## config.mk

```make
export PLATFORM = sky130hd
export DESIGN_NAME = mips_cpu_mem_arbiter_flat
export DESIGN_NICKNAME = d
export VERILOG_FILES = /design/src/rtl/mips_cpu_pkg.sv /design/src/rtl/mips_cpu_mem_arbiter_if.sv /design/src/rtl/mips_cpu_mem_arbiter.sv /design/src/flat_wrapper.sv
export SDC_FILE = /design/constraint.sdc
export NUM_CORES = 1
export LEC_CHECK = 0
export BUFFER_PORTS_ARGS = -buffer_cell sky130_fd_sc_hd__buf_4
export CAP_MARGIN = 40
export CORE_MARGIN = 2
export CORE_UTILIZATION = 40
export CTS_CLUSTER_SIZE = 30
export DETAILED_ROUTE_END_ITERATION = 12
export PLACE_DENSITY_LB_ADDON = 0.2
export SLEW_MARGIN = 15
export SYNTH_ARGS = -nofsm -noshare
export SYNTH_HDL_FRONTEND = slang
export SYNTH_SLANG_ARGS = --single-unit
export TNS_END_PERCENT = 1
```

## constraint.sdc

```tcl
create_clock -name clk -period 1.7 [get_ports clk]
set_input_delay 0.17 -clock clk [delete_from_list [all_inputs] [get_ports clk]]
set_output_delay 0.17 -clock clk [all_outputs]
set_load 0.05 [all_outputs]
```

## src/rtl/mips_cpu_pkg.sv

```systemverilog
// Shared types for the multicycle MIPS core: memory arbiter FSM/port encodings
// plus the instruction opcode and funct field enumerations.
package mips_cpu_pkg;

    typedef enum logic [1:0] {
        IDLE = 2'd0,
        BUS  = 2'd1,
        RESP = 2'd2
    } arb_state_t;

    typedef enum logic {
        PORT_I = 1'b0,
        PORT_D = 1'b1
    } arb_port_t;

    localparam logic [3:0] BYTEEN_WORD = 4'b1111;

    typedef enum logic [5:0] {
        OP_RTYPE = 6'h00,
        OP_J     = 6'h02,
        OP_JAL   = 6'h03,
        OP_BEQ   = 6'h04,
        OP_BNE   = 6'h05,
        OP_ADDI  = 6'h08,
        OP_ADDIU = 6'h09,
        OP_SLTI  = 6'h0A,
        OP_ANDI  = 6'h0C,
        OP_ORI   = 6'h0D,
        OP_LUI   = 6'h0F,
        OP_LW    = 6'h23,
        OP_SW    = 6'h2B
    } opcode_t;

    typedef enum logic [5:0] {
        F_SLL  = 6'h00,
        F_SRL  = 6'h02,
        F_JR   = 6'h08,
        F_ADD  = 6'h20,
        F_ADDU = 6'h21,
        F_SUB  = 6'h22,
        F_SUBU = 6'h23,
        F_AND  = 6'h24,
        F_OR   = 6'h25,
        F_XOR  = 6'h26,
        F_NOR  = 6'h27,
        F_SLT  = 6'h2A
    } funct_t;

    // The bus is word-addressed in practice; byte lanes select within the word.
    function automatic logic [31:0] word_align(input logic [31:0] addr);
        return addr & 32'hFFFF_FFFC;
    endfunction

endpackage

```

## src/rtl/mips_cpu_mem_arbiter_if.sv

```systemverilog
// Avalon-style memory bus between the arbiter (master) and external memory (slave).
interface mips_cpu_mem_arbiter_if;
    logic [31:0] avm_address;
    logic        avm_read;
    logic        avm_write;
    logic [31:0] avm_writedata;
    logic [3:0]  avm_byteenable;
    logic [31:0] avm_readdata;
    logic        avm_waitrequest;

    modport master (
        output avm_address, avm_read, avm_write, avm_writedata, avm_byteenable,
        input  avm_readdata, avm_waitrequest
    );

    modport slave (
        input  avm_address, avm_read, avm_write, avm_writedata, avm_byteenable,
        output avm_readdata, avm_waitrequest
    );
endinterface

```

## src/rtl/mips_cpu_mem_arbiter.sv

```systemverilog
// Shares one memory bus between instruction fetch and data load/store ports,
// one transaction at a time, round-robin on conflict, with a registered ack pulse.
module mips_cpu_mem_arbiter
    import mips_cpu_pkg::*;
(
    input  logic                          clk,
    input  logic                          rst,
    input  logic                          i_req,
    input  logic [31:0]                   i_addr,
    output logic [31:0]                   i_rdata,
    output logic                          i_ack,
    input  logic                          d_req,
    input  logic                          d_write,
    input  logic [31:0]                   d_addr,
    input  logic [31:0]                   d_wdata,
    input  logic [3:0]                    d_byteen,
    output logic [31:0]                   d_rdata,
    output logic                          d_ack,
    mips_cpu_mem_arbiter_if.master        avm,
    output logic                          busy
);

    arb_state_t  state_q, state_d;
    arb_port_t   owner_q, owner_d;
    arb_port_t   last_q, last_d;
    arb_port_t   grant_s;
    logic [31:0] addr_q, addr_d;
    logic        read_q, read_d;
    logic        write_q, write_d;
    logic [31:0] wdata_q, wdata_d;
    logic [3:0]  be_q, be_d;
    logic [31:0] i_rdata_q, i_rdata_d;
    logic [31:0] d_rdata_q, d_rdata_d;
    logic        i_ack_q, i_ack_d;
    logic        d_ack_q, d_ack_d;
    logic        busy_q, busy_d;

    // Next-state, command latch, read capture and ack generation.
    always_comb begin
        state_d   = state_q;
        owner_d   = owner_q;
        last_d    = last_q;
        addr_d    = addr_q;
        read_d    = read_q;
        write_d   = write_q;
        wdata_d   = wdata_q;
        be_d      = be_q;
        i_rdata_d = i_rdata_q;
        d_rdata_d = d_rdata_q;
        i_ack_d   = 1'b0;
        d_ack_d   = 1'b0;

        // D wins when it is alone or when I was served last.
        grant_s = (d_req && (!i_req || last_q == PORT_I)) ? PORT_D : PORT_I;

        case (state_q)
            IDLE: begin
                if (i_req || d_req) begin
                    owner_d = grant_s;
                    state_d = BUS;
                    if (grant_s == PORT_D) begin
                        addr_d  = word_align(d_addr);
                        read_d  = !d_write;
                        write_d = d_write;
                        wdata_d = d_wdata;
                        be_d    = d_byteen;
                    end else begin
                        addr_d  = word_align(i_addr);
                        read_d  = 1'b1;
                        write_d = 1'b0;
                        be_d    = BYTEEN_WORD;
                    end
                end else begin
                    state_d = IDLE;
                end
            end
            BUS: begin
                if (!avm.avm_waitrequest) begin
                    if (read_q && owner_q == PORT_I) begin
                        i_rdata_d = avm.avm_readdata;
                    end else if (read_q) begin
                        d_rdata_d = avm.avm_readdata;
                    end else begin
                        d_rdata_d = d_rdata_q;
                    end
                    read_d  = 1'b0;
                    write_d = 1'b0;
                    last_d  = owner_q;
                    state_d = RESP;
                    if (owner_q == PORT_I) begin
                        i_ack_d = 1'b1;
                    end else begin
                        d_ack_d = 1'b1;
                    end
                end else begin
                    state_d = BUS;
                end
            end
            RESP: begin
                state_d = IDLE;
            end
            default: begin
                state_d = IDLE;
            end
        endcase

        busy_d = (state_d != IDLE);
    end

    // State and output registers; reset clears the bus command immediately.
    always_ff @(posedge clk) begin
        if (rst) begin
            state_q   <= IDLE;
            owner_q   <= PORT_I;
            last_q    <= PORT_I;
            addr_q    <= 32'h0;
            read_q    <= 1'b0;
            write_q   <= 1'b0;
            wdata_q   <= 32'h0;
            be_q      <= 4'h0;
            i_rdata_q <= 32'h0;
            d_rdata_q <= 32'h0;
            i_ack_q   <= 1'b0;
            d_ack_q   <= 1'b0;
            busy_q    <= 1'b0;
        end else begin
            state_q   <= state_d;
            owner_q   <= owner_d;
            last_q    <= last_d;
            addr_q    <= addr_d;
            read_q    <= read_d;
            write_q   <= write_d;
            wdata_q   <= wdata_d;
            be_q      <= be_d;
            i_rdata_q <= i_rdata_d;
            d_rdata_q <= d_rdata_d;
            i_ack_q   <= i_ack_d;
            d_ack_q   <= d_ack_d;
            busy_q    <= busy_d;
        end
    end

    assign avm.avm_address    = addr_q;
    assign avm.avm_read       = read_q;
    assign avm.avm_write      = write_q;
    assign avm.avm_writedata  = wdata_q;
    assign avm.avm_byteenable = be_q;
    assign i_rdata            = i_rdata_q;
    assign d_rdata            = d_rdata_q;
    assign i_ack              = i_ack_q;
    assign d_ack              = d_ack_q;
    assign busy               = busy_q;

endmodule

```

## src/flat_wrapper.sv

```systemverilog
// flat-port wrapper written by rule: the top's interface ports become plain ports
module mips_cpu_mem_arbiter_flat import mips_cpu_pkg::*;
  (clk, rst, i_req, i_addr, i_rdata, i_ack, d_req, d_write, d_addr, d_wdata, d_byteen, d_rdata, d_ack, busy, avm_avm_address, avm_avm_read, avm_avm_write, avm_avm_writedata, avm_avm_byteenable, avm_avm_readdata, avm_avm_waitrequest);
  mips_cpu_mem_arbiter_if avm_i ();
  input  logic clk;
  input  logic rst;
  input  logic i_req;
  input  logic [31:0] i_addr;
  output logic [31:0] i_rdata;
  output logic i_ack;
  input  logic d_req;
  input  logic d_write;
  input  logic [31:0] d_addr;
  input  logic [31:0] d_wdata;
  input  logic [3:0] d_byteen;
  output logic [31:0] d_rdata;
  output logic d_ack;
  output logic busy;
  output wire logic [$bits(avm_i.avm_address)-1:0] avm_avm_address;
  output wire logic [$bits(avm_i.avm_read)-1:0] avm_avm_read;
  output wire logic [$bits(avm_i.avm_write)-1:0] avm_avm_write;
  output wire logic [$bits(avm_i.avm_writedata)-1:0] avm_avm_writedata;
  output wire logic [$bits(avm_i.avm_byteenable)-1:0] avm_avm_byteenable;
  input wire logic [$bits(avm_i.avm_readdata)-1:0] avm_avm_readdata;
  input wire logic [$bits(avm_i.avm_waitrequest)-1:0] avm_avm_waitrequest;
  assign avm_avm_address = avm_i.avm_address;
  assign avm_avm_read = avm_i.avm_read;
  assign avm_avm_write = avm_i.avm_write;
  assign avm_avm_writedata = avm_i.avm_writedata;
  assign avm_avm_byteenable = avm_i.avm_byteenable;
  assign avm_i.avm_readdata = avm_avm_readdata;
  assign avm_i.avm_waitrequest = avm_avm_waitrequest;
  mips_cpu_mem_arbiter u_core (.clk(clk), .rst(rst), .i_req(i_req), .i_addr(i_addr), .i_rdata(i_rdata), .i_ack(i_ack), .d_req(d_req), .d_write(d_write), .d_addr(d_addr), .d_wdata(d_wdata), .d_byteen(d_byteen), .d_rdata(d_rdata), .d_ack(d_ack), .avm(avm_i), .busy(busy));
endmodule
```

==> qor.csv <==
stage,metric,value,unit
status,status,finished clean,
yosys,synth_seq_cells,139,
yosys,synth_top_cell_by_area,dfxtp_1,
setup_path,cp-startpoint,u_core.state_q[0],
setup_path,reg2reg_to,u_core.i_rdata[22],
yosys,synth_top_flop_cell,dfxtp_1,
place,dp_cells,1020,
die,io_pins,275,
routing,drc,0,
setup_path,start_kind,flip-flop,
finish,fin_nets,1001,
finish,drive_gt1_share,37.7,%
die,die_area,0.0146,mm²
finish,n_antenna_cell,0,
clock_tree,cts.sinks,139,
routing,routed_wl,16500,µm
yosys,yosys.area.top_type_share,51.1,%
setup_path,r2r_cells,4,
die,start_util,41.1,%
place,port_buffers,268,
yosys,synthCells,614,
power_and_ir_drop,p_leak,3.84,nW
timing,rsz0062_at_grt,no,
setup_path,cp_slowest_cell,or3b_1,
power_and_ir_drop,clockPowerShare,40.5,%
clock_tree,hold_buffers,0,
timing,fin_crit_sh,91.4,%
clock_tree,cts_buffer_depth,2,
setup_path,critPathMaxFanout,24,
routing,vias,5366,
global_route,grt_max_degree,44,
setup_path,r2r_slack,0.15,ns
power_and_ir_drop,internal_power,6.38,mW
die,die_w,121,µm
power_and_ir_drop,powerDensity,1080,mW/mm²
clock_tree,cts_made_buffers,17,
place,place.gp.congestion,0.761,
hold_path,min_from,d_wdata[7],
timing,setup_viol,0,
power_and_ir_drop,p_comb_share,19.9,%
clock_tree,post_cts_resized,0,
clock_tree,cts_tree,yes,
routing,ant_nets,0,
yosys,ys_types,31,
global_route,grt_overflow,0,
timing,tightest_slew,0.622,ns
setup_path,cpPeakStageDelay,0.42,ns
setup_path,reg2reg_from,u_core.state_q[0],
timing,fmax,644,MHz
finish,fillers,1153,
clock_tree,clk_pin_slew,0.06,ns
clock_tree,root_buffer,clkbuf_16,
global_route,antenna_found_initial,0,
setup_path,critical_path.cell_chain,"or3b_1, nor3b_4, buf_12, mux2i_1",
setup_path,cp_data_arrival_time,1.88,ns
yosys,yosys_warnings,0,
setup_path,crit_required,2.02,ns
global_route,grt_pass1_vias,5330,
die,core-area,0.0132,mm²
timing,relSlewSlack,58.5,%
yosys,yosysMostFrequentCell,nand2_1,
clock_tree,htreeDepth,4,
power_and_ir_drop,p_seq_share,39.6,%
routing,drt-initial-drc-count,340,
run,cap_viol_max_count,0,
finish,syn_to_final_growth,51.4,%
yosys,synthTopCellsByCount,"160 x nand2_1, 139 x dfxtp_1, 66 x a21oi_1",
setup_path,endpoint_kind,flip-flop,
global_route,grt_use_total,22.5,%
routing,first_pass_iters,5,
timing,hold_viol,0,
die,rows,42,
timing,slew_viol_final,0,
setup_path,crit_type,reg2reg,
yosys,netlist_top_cells_area,"dfxtp_1 51%, mux2i_1 12%, nand2_1 11%",
hold_path,hp-class,in2reg,
yosys,synth-edff-count,0,
yosys,netlist_area,0.00544,mm²
timing,fin_skew,0.00904,ns
power_and_ir_drop,p_sw,2.54,mW
timing,fin_crit,1.55,ns
routing,via_per_inst,5.10,
power_and_ir_drop,switching_share,28.5,%
yosys,async_reset_ff_share,0,%
clock_tree,clk-insertion-delay-late,0.41,ns
power_and_ir_drop,ir_drop,0.613,mV
yosys,yosysSeqAreaShare,51.1,%
place,hpwl,11700,µm
setup_path,crit_end,u_core.i_rdata[22],
routing,avgRoutedWirePerCell,15.7,µm
clock_tree,cts_setup_buffers,0,
global_route,grt_pass1_wl,26300,µm
die,die_h,121,µm
timing,final.setup.tns,0,ns
yosys,avgSynthCellArea,8.87,µm²
finish,final_cells,1052,
## sequential cells by signal (all words and copies together) (netlist names)
register,flops
u_core.avm.avm_writedata,32
u_core.d_rdata,32
u_core.i_rdata,32
u_core.avm.avm_address,30
u_core.avm.avm_byteenable,4
u_core.state_q,2
u_core.avm.avm_read,1
u_core.avm.avm_write,1
u_core.busy,1
u_core.d_ack,1
u_core.i_ack,1
u_core.last_q,1
u_core.owner_q,1
## worst min-delay path by stage
| stage | to | cells after the start |
|---|---|---|
| 5_1_grt | u_core.avm.avm_writedata[18] | 3 |
| 2_1_floorplan | u_core.avm.avm_writedata[0] | 2 |
| 6_report | u_core.avm.avm_writedata[7] | 3 |
| 3_3_place_gp | u_core.avm.avm_writedata[7] | 3 |
| 3_5_place_dp | u_core.avm.avm_writedata[7] | 3 |
| 4_1_cts | u_core.avm.avm_writedata[7] | 3 |
## power groups by stage
stage               Clock (mW)  Sequential, mW  Combinational, mW
floorplan                    0            4.17              0.513
detailed placement           0            3.60               1.78
finish                    3.61            3.54               1.78
global route              3.87            3.56               1.88
CTS                       3.70            3.53               1.78
global placement             0            3.59               1.76
## layout by cell type, fill, tap and decap left out, types with 2 or more instances in the layout
cell       instances
buf_4            284
nand2_1          160
dfxtp_1          139
a21oi_1           66
mux2i_1           64
nand3_1           33
o21ai_0           33
a311oi_1          30
clkbuf_16         17
buf_12             6
o221a_2            4
clkinv_2           4
clkbuf_8           4
clkbuf_1           4
and3_1             2
nor2_1             2
nand3b_1           2
conb_1             2
bufinv_16          2
## metrics by stage
| step | setup WS (ns) | hold slack [ns] | utilization (%) | power, mW | area [µm²] |
|---|---|---|---|---|---|
| floorplan | 0.153 | 0.318 | - | 4.68 | 5450 |
| global placement | 0.196 | 0.434 | 57.8 | 5.35 | 7660 |
| detailed placement | 0.134 | 0.443 | 57.8 | 5.38 | 7660 |
| CTS | 0.129 | 0.00377 | 62.2 | 9.01 | 8240 |
| global route | 0.0176 | 0.00975 | 62.2 | 9.30 | 8240 |
| finish | 0.147 | 0.0207 | 62.2 | 8.92 | 8240 |
## worst max-delay path: cells and delay by family (launching register included)
kind                   cells  cell delay (ns)
and+or+nand+nor            2             0.67
DFF                        1             0.33
buffers and inverters      1             0.24
muxes                      1             0.22
## logic make-up (layout without fill, tap and decap cells)
kind of cell,after synthesis,after routing,share of synthesized area (%)
AO/OA/AOI/OAI,139,139,15.7
buffers and inverters,63,324,5.45
flip-flops,139,139,51.1
multiplexers,64,64,11.8
other,1,2,0.0689
AND/OR/NAND/NOR,208,208,15.9
## metal layers
metal,global-route usage (%),up-vias,routed length [µm]
met1,26.3,2504,6640
met4,6.90,0,177
met5,0,-,0
li1,-,2619,-
met2,39.1,228,8290
met3,7.36,15,1360
## final cells by class
class,instances,area [µm²],share of cell area [%]
clock buffers,25,495,6.01
clock inverters,7,87.6,1.06
flip-flops and latches,139,2780,33.8
well taps,176,220,2.67
inverters,2,7.51,0.0911
multi-input cells,413,2400,29.1
repair buffers,290,2250,27.3
Power figures use the tool's default switching activity.
